$ cat src/rtl/sisc_pkg.sv
// Shared encodings for the SISC multicycle controller.
// SISC_HALT_EN adds the HALT state reached by the HLT opcode.
package sisc_pkg;

    localparam int unsigned OP_W     = 4;
    localparam int unsigned MM_W     = 4;
    localparam int unsigned STAT_W   = 4;
    localparam int unsigned STATE_W  = 3;
    localparam int unsigned ALU_OP_W = 2;

    // Status register layout {C,N,V,Z}
    localparam int unsigned STAT_C = 3;
    localparam int unsigned STAT_N = 2;
    localparam int unsigned STAT_V = 1;
    localparam int unsigned STAT_Z = 0;

    localparam logic [MM_W-1:0] AM_IMM = 4'b1000;

    typedef enum logic [OP_W-1:0] {
        OP_NOOP   = 4'd0,
        OP_REG_OP = 4'd1,
        OP_REG_IM = 4'd2,
        OP_BRA    = 4'd4,
        OP_BRR    = 4'd5,
        OP_BNE    = 4'd6,
        OP_BNR    = 4'd7,
        OP_LOD    = 4'd10,
        OP_STR    = 4'd11,
        OP_HLT    = 4'd15
    } sisc_op_e;

    typedef enum logic [ALU_OP_W-1:0] {
        ALU_RR   = 2'b00,
        ALU_RI   = 2'b01,
        ALU_ADDR = 2'b10,
        ALU_NONE = 2'b11
    } alu_op_e;

    typedef enum logic [STATE_W-1:0] {
        S_START0    = 3'd0,
        S_START1    = 3'd1,
        S_FETCH     = 3'd2,
        S_DECODE    = 3'd3,
        S_EXECUTE   = 3'd4,
        S_MEM       = 3'd5,
        S_WRITEBACK = 3'd6
`ifdef SISC_HALT_EN
        ,
        S_HALT      = 3'd7
`endif
    } state_e;

    // ALU operation for an opcode; non-ALU opcodes default to reg-reg
    function automatic logic [ALU_OP_W-1:0] alu_op_for(input logic [OP_W-1:0] op);
        logic [ALU_OP_W-1:0] res;
        res = ALU_RR;
        case (op)
            OP_REG_IM:      res = ALU_RI;
            OP_LOD, OP_STR: res = ALU_ADDR;
            default:        res = ALU_RR;
        endcase
        return res;
    endfunction

    function automatic logic is_mem_op(input logic [OP_W-1:0] op);
        return (op == OP_LOD) || (op == OP_STR);
    endfunction

    function automatic logic writes_rf(input logic [OP_W-1:0] op);
        return (op == OP_REG_OP) || (op == OP_REG_IM) || (op == OP_LOD);
    endfunction

endpackage

$ cat src/rtl/sisc_br_cond.sv
// Branch resolution: decides whether a branch opcode is taken and how its
// target is formed (absolute imm vs pc-relative).
module sisc_br_cond
    import sisc_pkg::*;
(
    input  logic [OP_W-1:0]   opcode,
    input  logic [MM_W-1:0]   mm,
    input  logic [STAT_W-1:0] stat,
    output logic              taken_c,
    output logic              br_sel_c
);

    logic cond;
    logic br_if_set;
    logic br_if_clr;

    always_comb begin
        cond = (stat[STAT_C] & mm[STAT_C]) | (stat[STAT_N] & mm[STAT_N])
             | (stat[STAT_V] & mm[STAT_V]) | (stat[STAT_Z] & mm[STAT_Z]);
        br_if_set = (opcode == OP_BRA) || (opcode == OP_BRR);
        br_if_clr = (opcode == OP_BNE) || (opcode == OP_BNR);
        // A zero mask makes cond 0: BRA/BRR never, BNE/BNR always taken
        taken_c  = (br_if_set & cond) | (br_if_clr & ~cond);
        br_sel_c = (opcode == OP_BRA) || (opcode == OP_BNE);
    end

endmodule

$ cat src/rtl/sisc_ctrl.sv
// SISC multicycle control FSM: fetch/decode/execute/mem/writeback sequencing
// with outputs decoded from state and opcode. SISC_HALT_EN enables HALT.
module sisc_ctrl
    import sisc_pkg::*;
(
    input  logic                clk,
    input  logic                rst_f,
    input  logic [OP_W-1:0]     opcode,
    input  logic [MM_W-1:0]     mm,
    input  logic [STAT_W-1:0]   stat,
    output logic                rf_we,
    output logic [ALU_OP_W-1:0] alu_op,
    output logic                wb_sel,
    output logic                rd_sel,
    output logic                pc_sel,
    output logic                pc_write,
    output logic                pc_rst,
    output logic                ir_load,
    output logic                br_sel,
    output logic                mm_sel,
    output logic                dm_we
);

    state_e state_q;
    state_e state_d;
    logic   taken_c;
    logic   br_sel_c;
    logic   is_branch;
    logic   mm_rel;

    sisc_br_cond u_br_cond (
        .opcode   (opcode),
        .mm       (mm),
        .stat     (stat),
        .taken_c  (taken_c),
        .br_sel_c (br_sel_c)
    );

    // Reset lands in START0 asynchronously so pc_rst asserts in the same cycle
    always_ff @(posedge clk or negedge rst_f) begin
        if (!rst_f) begin
            state_q <= S_START0;
        end else begin
            state_q <= state_d;
        end
    end

    always_comb begin
        state_d = state_q;
        case (state_q)
            S_START0:    state_d = S_START1;
            S_START1:    state_d = S_FETCH;
            S_FETCH:     state_d = S_DECODE;
`ifdef SISC_HALT_EN
            S_DECODE:    state_d = (opcode == OP_HLT) ? S_HALT : S_EXECUTE;
            S_HALT:      state_d = S_HALT;
`else
            S_DECODE:    state_d = S_EXECUTE;
`endif
            S_EXECUTE:   state_d = S_MEM;
            S_MEM:       state_d = S_WRITEBACK;
            S_WRITEBACK: state_d = S_FETCH;
            default:     state_d = S_START0;
        endcase
    end

    always_comb begin
        rf_we    = 1'b0;
        alu_op   = ALU_RR;
        wb_sel   = 1'b0;
        rd_sel   = 1'b0;
        pc_sel   = 1'b0;
        pc_write = 1'b0;
        pc_rst   = 1'b0;
        ir_load  = 1'b0;
        br_sel   = 1'b0;
        mm_sel   = 1'b0;
        dm_we    = 1'b0;

        is_branch = (opcode == OP_BRA) || (opcode == OP_BRR)
                 || (opcode == OP_BNE) || (opcode == OP_BNR);
        // Any mode other than absolute imm addresses memory via rsa+imm
        mm_rel = (mm != AM_IMM);

        case (state_q)
            S_START0: begin
                pc_rst = 1'b1;
            end
            S_FETCH: begin
                ir_load  = 1'b1;
                pc_write = 1'b1;
            end
            S_DECODE: begin
                if (is_branch) begin
                    br_sel = br_sel_c;
                    if (taken_c) begin
                        pc_sel   = 1'b1;
                        pc_write = 1'b1;
                    end
                end
            end
            S_EXECUTE: begin
                alu_op = alu_op_for(opcode);
            end
            S_MEM: begin
                alu_op = alu_op_for(opcode);
                if (is_mem_op(opcode)) begin
                    mm_sel = mm_rel;
                end
                if (opcode == OP_STR) begin
                    dm_we  = 1'b1;
                    rd_sel = 1'b1;
                end
            end
            S_WRITEBACK: begin
                alu_op = alu_op_for(opcode);
                rf_we  = writes_rf(opcode);
                if (opcode == OP_LOD) begin
                    wb_sel = 1'b1;
                    mm_sel = mm_rel;
                end
            end
            default: begin
            end
        endcase
    end

endmodule

$ cat config.mk
export PLATFORM = sky130hd
export DESIGN_NAME = sisc_ctrl
export DESIGN_NICKNAME = d
export VERILOG_FILES = /design/src/rtl/sisc_pkg.sv /design/src/rtl/sisc_br_cond.sv /design/src/rtl/sisc_ctrl.sv
export SDC_FILE = /design/constraint.sdc
export NUM_CORES = 1
export LEC_CHECK = 0
export ABC_AREA = 1
export CAP_MARGIN = 20
export CORE_AREA = 2 2 39 41
export CTS_CLUSTER_DIAMETER = 150
export DETAILED_ROUTE_END_ITERATION = 16
export DIE_AREA = 0 0 41 43
export PLACE_DENSITY = 0.65
export SYNTH_ARGS = -nofsm -noshare
export SYNTH_HDL_FRONTEND = slang
export SYNTH_SLANG_ARGS = --single-unit
export TNS_END_PERCENT = 20
$ cat constraint.sdc
create_clock -name clk -period 2.1 [get_ports clk]
set_input_delay 0.42 -clock clk [delete_from_list [all_inputs] [get_ports clk]]
set_output_delay 0.42 -clock clk [all_outputs]
set_load 0.01 [all_outputs]
==> results_dict.tcl <==
set metrics [dict create \
    synth.cell_area_um2 339 \
    fin_crit_sh_pct 96.5 \
    grt_pass1_vias 360 \
    status "finished clean" \
    post_drt_wl_per_cell_um 8.40 \
    routed-wl-met3_um 125 \
    intPower_mw 0.161 \
    netlist.area_leader.share_pct 22.1 \
    maxCapViolCount 0 \
    grt_usage_pct 11.3 \
    rsz0062_at_grt "true" \
    viasPerCell 4.20 \
    post-cts-setup-buffers 0 \
    antenna_cells 0 \
    met1_length_um 415 \
    cts_made_buffers 3 \
    p_sw_share_pct 23.9 \
    critical_path.slowest_cell "clkdlybuf4s50_1" \
    power_leakage_nw 0.327 \
    drtIter0Drc 4 \
    p_seq_share_pct 27.5 \
    worstMarginPinSlew_ps 218 \
    cts_root_buf "clkbuf_4" \
    synth-seq-cells 3 \
    ys_warn_count 0 \
    peakVddDrop_uv 281 \
    hold_viol_final 0 \
    p_switching_mw 0.0504 \
    total_power_mw 0.211 \
    place.gp.congestion 0.800 \
    synth_seq_area_share_pct 22.1 \
    htreeDepth 1 \
    start_kind "primary input" \
    drt_pre_antenna_iters 2 \
    reg_top3 "state_q (3)" \
    hpwl_um 769 \
    largest_register "state_q" \
    critPathMaxFanout 4 \
    worstPathArrival_ps 1610 \
    path_class "primary input to primary output" \
    route.detailed.drc 0 \
    start_util_pct 24.5 \
    fin_setup_tns_ps 0 \
    combPwrFrac_pct 25.1 \
    synth_area_leaders "dfrtp_1, nand2_1, inv_1, nor2_1, nor2_4" \
    clock_skew_ps 2.08 \
    finalSetupViolations 0 \
    synth.distinct_cells 17 \
    synth_top_area_cell "dfrtp_1" \
    syn-num-nets 73 \
    grt_antenna_before_repair 0 \
    final_cell_mix "nand2_1, clkdlybuf4s50_1, dlygate4sd2_1, nor2_1, inv_1" \
    placed_area_um2 624 \
    p_per_area_mw_per_mm2 330 \
    final_common_cell "nand2_1" \
    cts_sinks 3 \
    ant_nets 0 \
    min_path_type "primary input to async pin" \
    fp-row-count 14 \
    fmax_mhz 494 \
    wl_um 890 \
    drive_gt1_share_pct 21.1 \
    portBuffers 25 \
    relSlewSlack_pct 85.4 \
    avgSynthCellArea_um2 5.75 \
    dieArea_mm2 0.00176 \
    grt_start_max_net_pins 6 \
    top_layer "met3" \
    drv_slew 0 \
    cts_tree "built" \
    end_kind "primary output" \
    p_clk_share_pct 47.4 \
    largest_reg_flops 3 \
    finalCriticalPeriod_ps 2030 \
    num-nets-final 105 \
    grt-ovfl-total 0 \
    boundaryPins 26 \
    area_growth_syn_to_layout_pct 88.9 \
    syn_inst 59 \
    insertion_delay_ps 230 \
    num_vias 445 \
    max_stage_delay_ps 510 \
    grt_pass1_wl_mm 1.35 \
    clockBufferDepth 2 \
    core_mm2 0.00138 \
    worstPathCellList "clkdlybuf4s50_1 > nor2_4 > nand2_2 > nand2_1 > nand3_1 > nor2_1 > clkdlybuf4s15_1" \
    clk_pin_slew_ps 40 \
    die_y_um 43 \
    final_cell_area_um2 641 \
    worst-endpoint-required_ps 1680 \
    die_w_um 41 \
    wl_met2_um 349 \
]
## worst max-delay path, delay by kind of cell
family,cells,cell delay (ps)
buf+inv,2,750
simple gates,5,440
## through the flow
stage	hold WS (ps)	worst slack, ps	util, %	cells
final	371	74.5	46.3	106
after global routing	364	-18.7	46.3	106
after CTS	368	53.3	46.0	106
after detailed placement	495	-228	45.1	102
after global placement	492	-230	45.1	102
after floorplan	124	571	-	59
## layout make-up
| class | count | area (um2) |
|---|---|---|
| fill | 149 | 743 |
| timing repair buffer | 28 | 258 |
| sequential | 3 | 75.1 |
| multi-input combinational | 44 | 219 |
| inverter | 11 | 42.5 |
| tap | 16 | 20.0 |
| clock buffer | 4 | 26.3 |
## path summary, 6_finish.rpt
| path | start | to | slack (ps) | cells after the start |
|---|---|---|---|---|
| max | opcode[0] | mm_sel | 70 | 7 |
| min | rst_f | state_q[1]$_DFF_PN0_ | 370 | 1 |
| max reg2reg | state_q[0]$_DFF_PN0_ | state_q[1]$_DFF_PN0_ | 1210 | 5 |
| min reg2reg | state_q[0]$_DFF_PN0_ | state_q[0]$_DFF_PN0_ | 490 | 1 |
| max in group asynchronous | rst_f | state_q[2]$_DFF_PN0_ | 1580 | 1 |
| min in group clk | state_q[0]$_DFF_PN0_ | state_q[0]$_DFF_PN0_ | 490 | 1 |
## power groups by stage
stage,sequential [mW],combinational (mW),clock [mW]
2_1_floorplan,0.0589,0.0171,0
3_3_place_gp,0.0589,0.0544,0
3_5_place_dp,0.0589,0.0547,0
4_1_cts,0.0581,0.0534,0.103
5_1_grt,0.0580,0.0594,0.116
6_report,0.0582,0.0530,0.100
## cells by family (layout without fill, tap and decap cells)
| family | after synthesis | after routing | synth area share [%] |
|---|---|---|---|
| compound gates | 4 | 4 | 7.01 |
| simple gates | 40 | 40 | 56.1 |
| flops | 3 | 3 | 22.1 |
| buf+inv | 12 | 43 | 14.8 |
## per-layer routing
layer,vias to the layer above,track usage (%)
met5,-,0
met4,0,2.00
met3,0,6.81
met2,23,15.9
met1,179,14.6
li1,243,-
## synthesized netlist by cell type
cell type and number:
nor2_1 7, inv_2 3, o21ai_0 2, nand4_1 1, nor3_1 3, nand2_1 18, buf_4 1, nor2_2 2
inv_1 7, nand2_2 2, a21oi_2 1, nand3b_1 1, nor2_4 2, clkinv_2 1, a21oi_1 1, nand3_1 4
dfrtp_1 3
## timing repair
item / in CTS / in global routing
pin swaps: 0 / 0
hold buffers: 0 / 0
resized for setup: 11 / 7
setup endpoints to repair: 10 / 6
No activity file was read; power rests on OpenSTA's default activity.
==> RTL edit 1, RTL diff (config.mk and constraints unchanged) <==
Add an input register stage for `mm` and `stat`; this delays them by one clock. The other inputs are not delayed to match.
--- a/src/rtl/sisc_ctrl.sv
+++ b/src/rtl/sisc_ctrl.sv
@@ -21,6 +21,14 @@
     output logic                dm_we
 );
 
+    logic [MM_W-1:0] mm_q;
+    logic [STAT_W-1:0] stat_q;
+
+    always_ff @(posedge clk) begin
+        mm_q   <= mm;
+        stat_q <= stat;
+    end
+
     state_e state_q;
     state_e state_d;
     logic   taken_c;
@@ -30,8 +38,8 @@
 
     sisc_br_cond u_br_cond (
         .opcode   (opcode),
-        .mm       (mm),
-        .stat     (stat),
+        .mm       (mm_q),
+        .stat     (stat_q),
         .taken_c  (taken_c),
         .br_sel_c (br_sel_c)
     );
@@ -80,7 +88,7 @@
         is_branch = (opcode == OP_BRA) || (opcode == OP_BRR)
                  || (opcode == OP_BNE) || (opcode == OP_BNR);
         // Any mode other than absolute imm addresses memory via rsa+imm
-        mm_rel = (mm != AM_IMM);
+        mm_rel = (mm_q != AM_IMM);
 
         case (state_q)
             S_START0: begin
Formal check against the unedited RTL: not equivalent (a bounded check fails within 4 cycles, from zero or initial values and one cycle with rst_f low).
==> RTL edit 1 against the unedited design <==
Cell count up 4.7%; routed wire length up 6.3%; worst setup slack better by 0.029 ns; synthesized area up 40%; design area up 21%; total power up 91%; sequential cell count up 8; maximum frequency up 1.5%; critical path type unchanged.
==> RTL edit 1: results (changes against the unedited design) <==
[run_status]
status=completed

[clock_network]
clk_pin_slew_ns=0.07  ; +0.03 ns
clkLatencyLatePin_ns=0.26  ; +0.03 ns

[placement]
dp_hpwl_um=805  ; +4.7%
gp_congestion=0.665  ; -17%
pre_cts_slack_ns=-0.282  ; -0.0542 ns

[route]
via_per_inst=4.43  ; +5.6%
first_iter_violations=0  ; -4

[power]
pwr-share-clk=0.334  ; -0.140
pg_clk_uw=135  ; +35%
p_leak_nw=0.412  ; +26%
ir_drop_v=0.000259  ; -7.7%

[setup_path]
crit_path_max_incr_delay_ns=0.45  ; -0.06 ns
cp_max_fo=3  ; -1

[yosys]
ys_top_cells_by_count=16 x nand2_1, 9 x inv_1, 8 x dfxtp_1, 7 x nor2_1
seq_area_frac_synth=0.495  ; +0.273
synthArstFlopShare=0.273  ; -0.727
syn_nets=78  ; +6.8%
synthDistinctLibCells=18  ; +1
ys_top_cells_by_area=dfxtp_1 34%, dfrtp_1 16%, nand2_1 13%

[layout]
drive_above_1_share=0.147  ; -0.0637
top_regs=mm_q: 4 flops, stat_q: 4 flops, state_q: 3 flops

[global_route]
grt_pass1_vias=459  ; +28%
track_usage=0.135  ; +0.0220
grt_first_pass_wirelength_um=1640  ; +21%

[sta]
worst_slew_pin_slew_ns=0.224  ; +0.00653 ns

-- RTL edit 1: changes by cell type after synthesis, moves of 2 or more --
cell / change
dfxtp_1: +8
inv_1: +2
inv_2: -2
nand2_1: -2
nor2_4: -2
-- RTL edit 1: area by class of cell --
| type | count | area [µm²] |
|---|---|---|
| clock buffer | 3 | 22.5 |
| clock inverter | 1 | 5.00 |
| fill | 151 | 608 |
| inverter | 11 | 41.3 |
| multi-input combinational | 41 | 196 |
| sequential | 11 | 235 |
| tap | 16 | 20.0 |
| timing repair buffer | 28 | 255 |
-- RTL edit 1: final timing paths --
kind | startpoint | endpoint | slack, ns | depth (start not counted)
max reg2reg | state_q[0] | state_q[1] | 1.20 | 5
max in group asynchronous | rst_f | state_q[2] | 1.63 | 1
min in group clk | state_q[0] | state_q[0] | 0.52 | 1
min | rst_f | state_q[0] | 0.33 | 1
max | opcode[2] | rf_we | 0.10 | 6
min reg2reg | state_q[0] | state_q[0] | 0.52 | 1
-- RTL edit 1: per-layer routing --
metal	wire length, µm	GRT usage
met3	53	0.0157
met2	497	0.222
met1	394	0.156
met4	0	0.0800
met5	0	0
-- RTL edit 1: metrics by stage --
stage               utilization  area [µm²]  hold WS (ns)  setup TNS [ns]
finish                    0.561         776         0.331               0
global placement          0.550         761         0.497           -1.73
CTS                       0.560         774         0.320               0
global route              0.561         776         0.324               0
floorplan                     -         475         0.124               0
detailed placement        0.550         761         0.512           -1.84
-- RTL edit 1: cell families (layout without fill, tap and decap cells) --
family,after synthesis,after routing,share of synthesized area
and+or+nand+nor,35,35,0.326
buffers and inverters,12,43,0.103
AOI/OAI and AO/OA,6,6,0.0763
DFF,11,11,0.495
-- RTL edit 1: repair_timing --
item	CTS	global route
setup endpoints to repair	10	3
setup buffers	0	0
cloned	0	0
gates resized for setup	11	3
==> RTL edit 2, RTL diff (config.mk and constraints unchanged) <==
Made on the original files. `MM_W`: 4 -> 6.
--- a/src/rtl/sisc_pkg.sv
+++ b/src/rtl/sisc_pkg.sv
@@ -3,7 +3,7 @@
 package sisc_pkg;
 
     localparam int unsigned OP_W     = 4;
-    localparam int unsigned MM_W     = 4;
+    localparam int unsigned MM_W     = 6;
     localparam int unsigned STAT_W   = 4;
     localparam int unsigned STATE_W  = 3;
     localparam int unsigned ALU_OP_W = 2;
Interface: changed (resized mm); port bits go from 26 to 28. No check against the original RTL was run, so the function may have changed too.
==> RTL edit 2 against the unedited design <==
Sequential cell count is the same; total power rose by 0.27%; synthesized cell count shrank 5.1%; non-clock buffer count is 4 higher; maximum frequency rose by 1.7%; worst setup slack gained 0.033 ns; design area rose by 2.7%; first-iteration DRC count unchanged; count of clock-buffer cells in the layout stayed put; worst hold slack got worse by 0.0031 ns; synthesized area is 7.7% lower; routed wire length up 6.9%; largest cell class unchanged; largest power group unchanged.
==> RTL edit 2: results (changes against the unedited design) <==
[run_status]
status=completed

[power]
ir_drop_v=0.000191  ; -32%
power.density_nw_per_um2=322  ; -2.4%
p_leak_nw=0.380  ; +16%

[sta]
timing.hold.ws_ns=0.368  ; -0.00306 ns
worst_slew_pin_slew_ns=0.224  ; +0.00595 ns
skew_ns=0.000730  ; -0.00135 ns

[layout]
layout.cells.non_filler=107  ; +0.94%
drive_above_1_share=0.176  ; -0.0353
n_antenna_cell=0  ; unchanged
top_regs=state_q: 3 flops

[yosys]
ys_top_cells_by_area=dfrtp_1 24%, nand2_1 17%, nor2_1 12%
ys_top_cells_by_count=14 x nand2_1, 10 x nor2_1, 9 x inv_1, 3 x dfrtp_1, 3 x nand3_1
synth_compound_area_frac=0.0800  ; +0.00989
synthesis.yosys.warnings=0  ; unchanged
synthMuxAreaShare=0  ; unchanged
syn_nets=72  ; -1.4%
syn_area_per_cell_um2=5.59  ; -2.8%
seq_area_frac_synth=0.240  ; +0.0186
synth_xor_area_frac=0  ; unchanged
synthArstFlopShare=1.00  ; unchanged
synth_fa_ha_area_frac=0  ; unchanged
synth_ff_type=dfrtp_1
synthDistinctLibCells=16  ; -1

[route]
first_iter_violations=4  ; unchanged
firstDrtPassIters=2  ; unchanged
postRouteWirelength_um=951  ; +6.9%
via_per_inst=4.28  ; +2.0%

[setup_path]
crit_start=mm[3]
worstReg2RegEnd=state_q[2]
arrival_ns=1.57  ; -0.04 ns
rr_worst_depth=4  ; -1
setup.worst_path.end=pc_write
rrSetupSlack_ns=1.19  ; -0.02 ns
cp_max_fo=2  ; -2
rr_startpoint=state_q[1]

[placement]
postPlaceCellArea_um2=633  ; +1.4%
io_buffers=27  ; +8.0%
gp_congestion=0.807  ; +0.80%
dp_cells=103  ; +0.98%
dp_hpwl_um=819  ; +6.6%

[clock_network]
cts_buffers=3  ; unchanged
clock_path_buffers=2  ; unchanged
cts_htree_levels=1  ; unchanged
cts_setup_buffers=0  ; unchanged
cts-root-buf=clkbuf_4
clkLatencyLatePin_ns=0.23  ; about the same
clk_pin_slew_ns=0.04  ; about the same

[global_route]
track_usage=0.130  ; +0.0173
antenna_found_initial=0  ; unchanged
grt_pass1_vias=411  ; +14%
grt_max_degree=8  ; +2
grt_first_pass_wirelength_um=1500  ; +11%

[hold_path]
hold_path.class=input port to async pin

[RTL edit 2: changes by cell type after synthesis, sizes merged]
cell / before / now
nor2: 11 / 12
inv: 10 / 9
nor3: 3 / 2
nand2: 20 / 16
nand4: 1 / 2
nor4: 0 / 1
nand3: 4 / 3
o21ai: 2 / 3
[RTL edit 2: what timing repair did]
action,in CTS,in global routing
gates resized for setup,14,2
setup endpoints to repair,10,3
cloned,0,0
[RTL edit 2: where the power goes]
| group | internal (mW) | total, mW | leakage, nW | switching, mW |
|---|---|---|---|---|
| Clock | 0.0711 | 0.0988 | 0.0150 | 0.0278 |
| Combinational | 0.0349 | 0.0550 | 0.328 | 0.0201 |
| Sequential | 0.0582 | 0.0582 | 0.0373 | 0 |
[RTL edit 2: through the flow]
step           TNS [ns]  worst slack [ns]
3_3_place_gp      -1.93            -0.251
4_1_cts               0            0.0776
2_1_floorplan         0             0.427
5_1_grt               0           0.00205
3_5_place_dp      -1.99            -0.289
6_report              0             0.108
[RTL edit 2: final cells by class]
class                   instances  area [µm²]
clock buffers                   4        26.3
repair buffers                 32         295
flip-flops and latches          3        75.1
well taps                      16        20.0
fillers                       149         726
inverters                      10        38.8
multi-input cells              42         203
[RTL edit 2: layer usage]
metal,track usage,vias to the layer above,share of wire
met1,0.127,205,0.38
met4,0.0800,0,0
met2,0.225,5,0.60
met3,0.0314,0,0.023
li1,-,248,-
met5,0,-,0
[RTL edit 2: logic make-up (layout without fill, tap and decap cells)]
group | Yosys count | count (layout)
flops | 3 | 3
simple gates | 37 | 37
compound gates | 5 | 5
buf+inv | 11 | 46
[RTL edit 2: critical path: stages]
cell and delay (ns):
clkdlybuf4s50_1 0.42, nand2_1 0.07, nand2_1 0.06, o21ai_0 0.15, nand3_1 0.12, nand2_1 0.07, dlygate4sd2_1 0.26
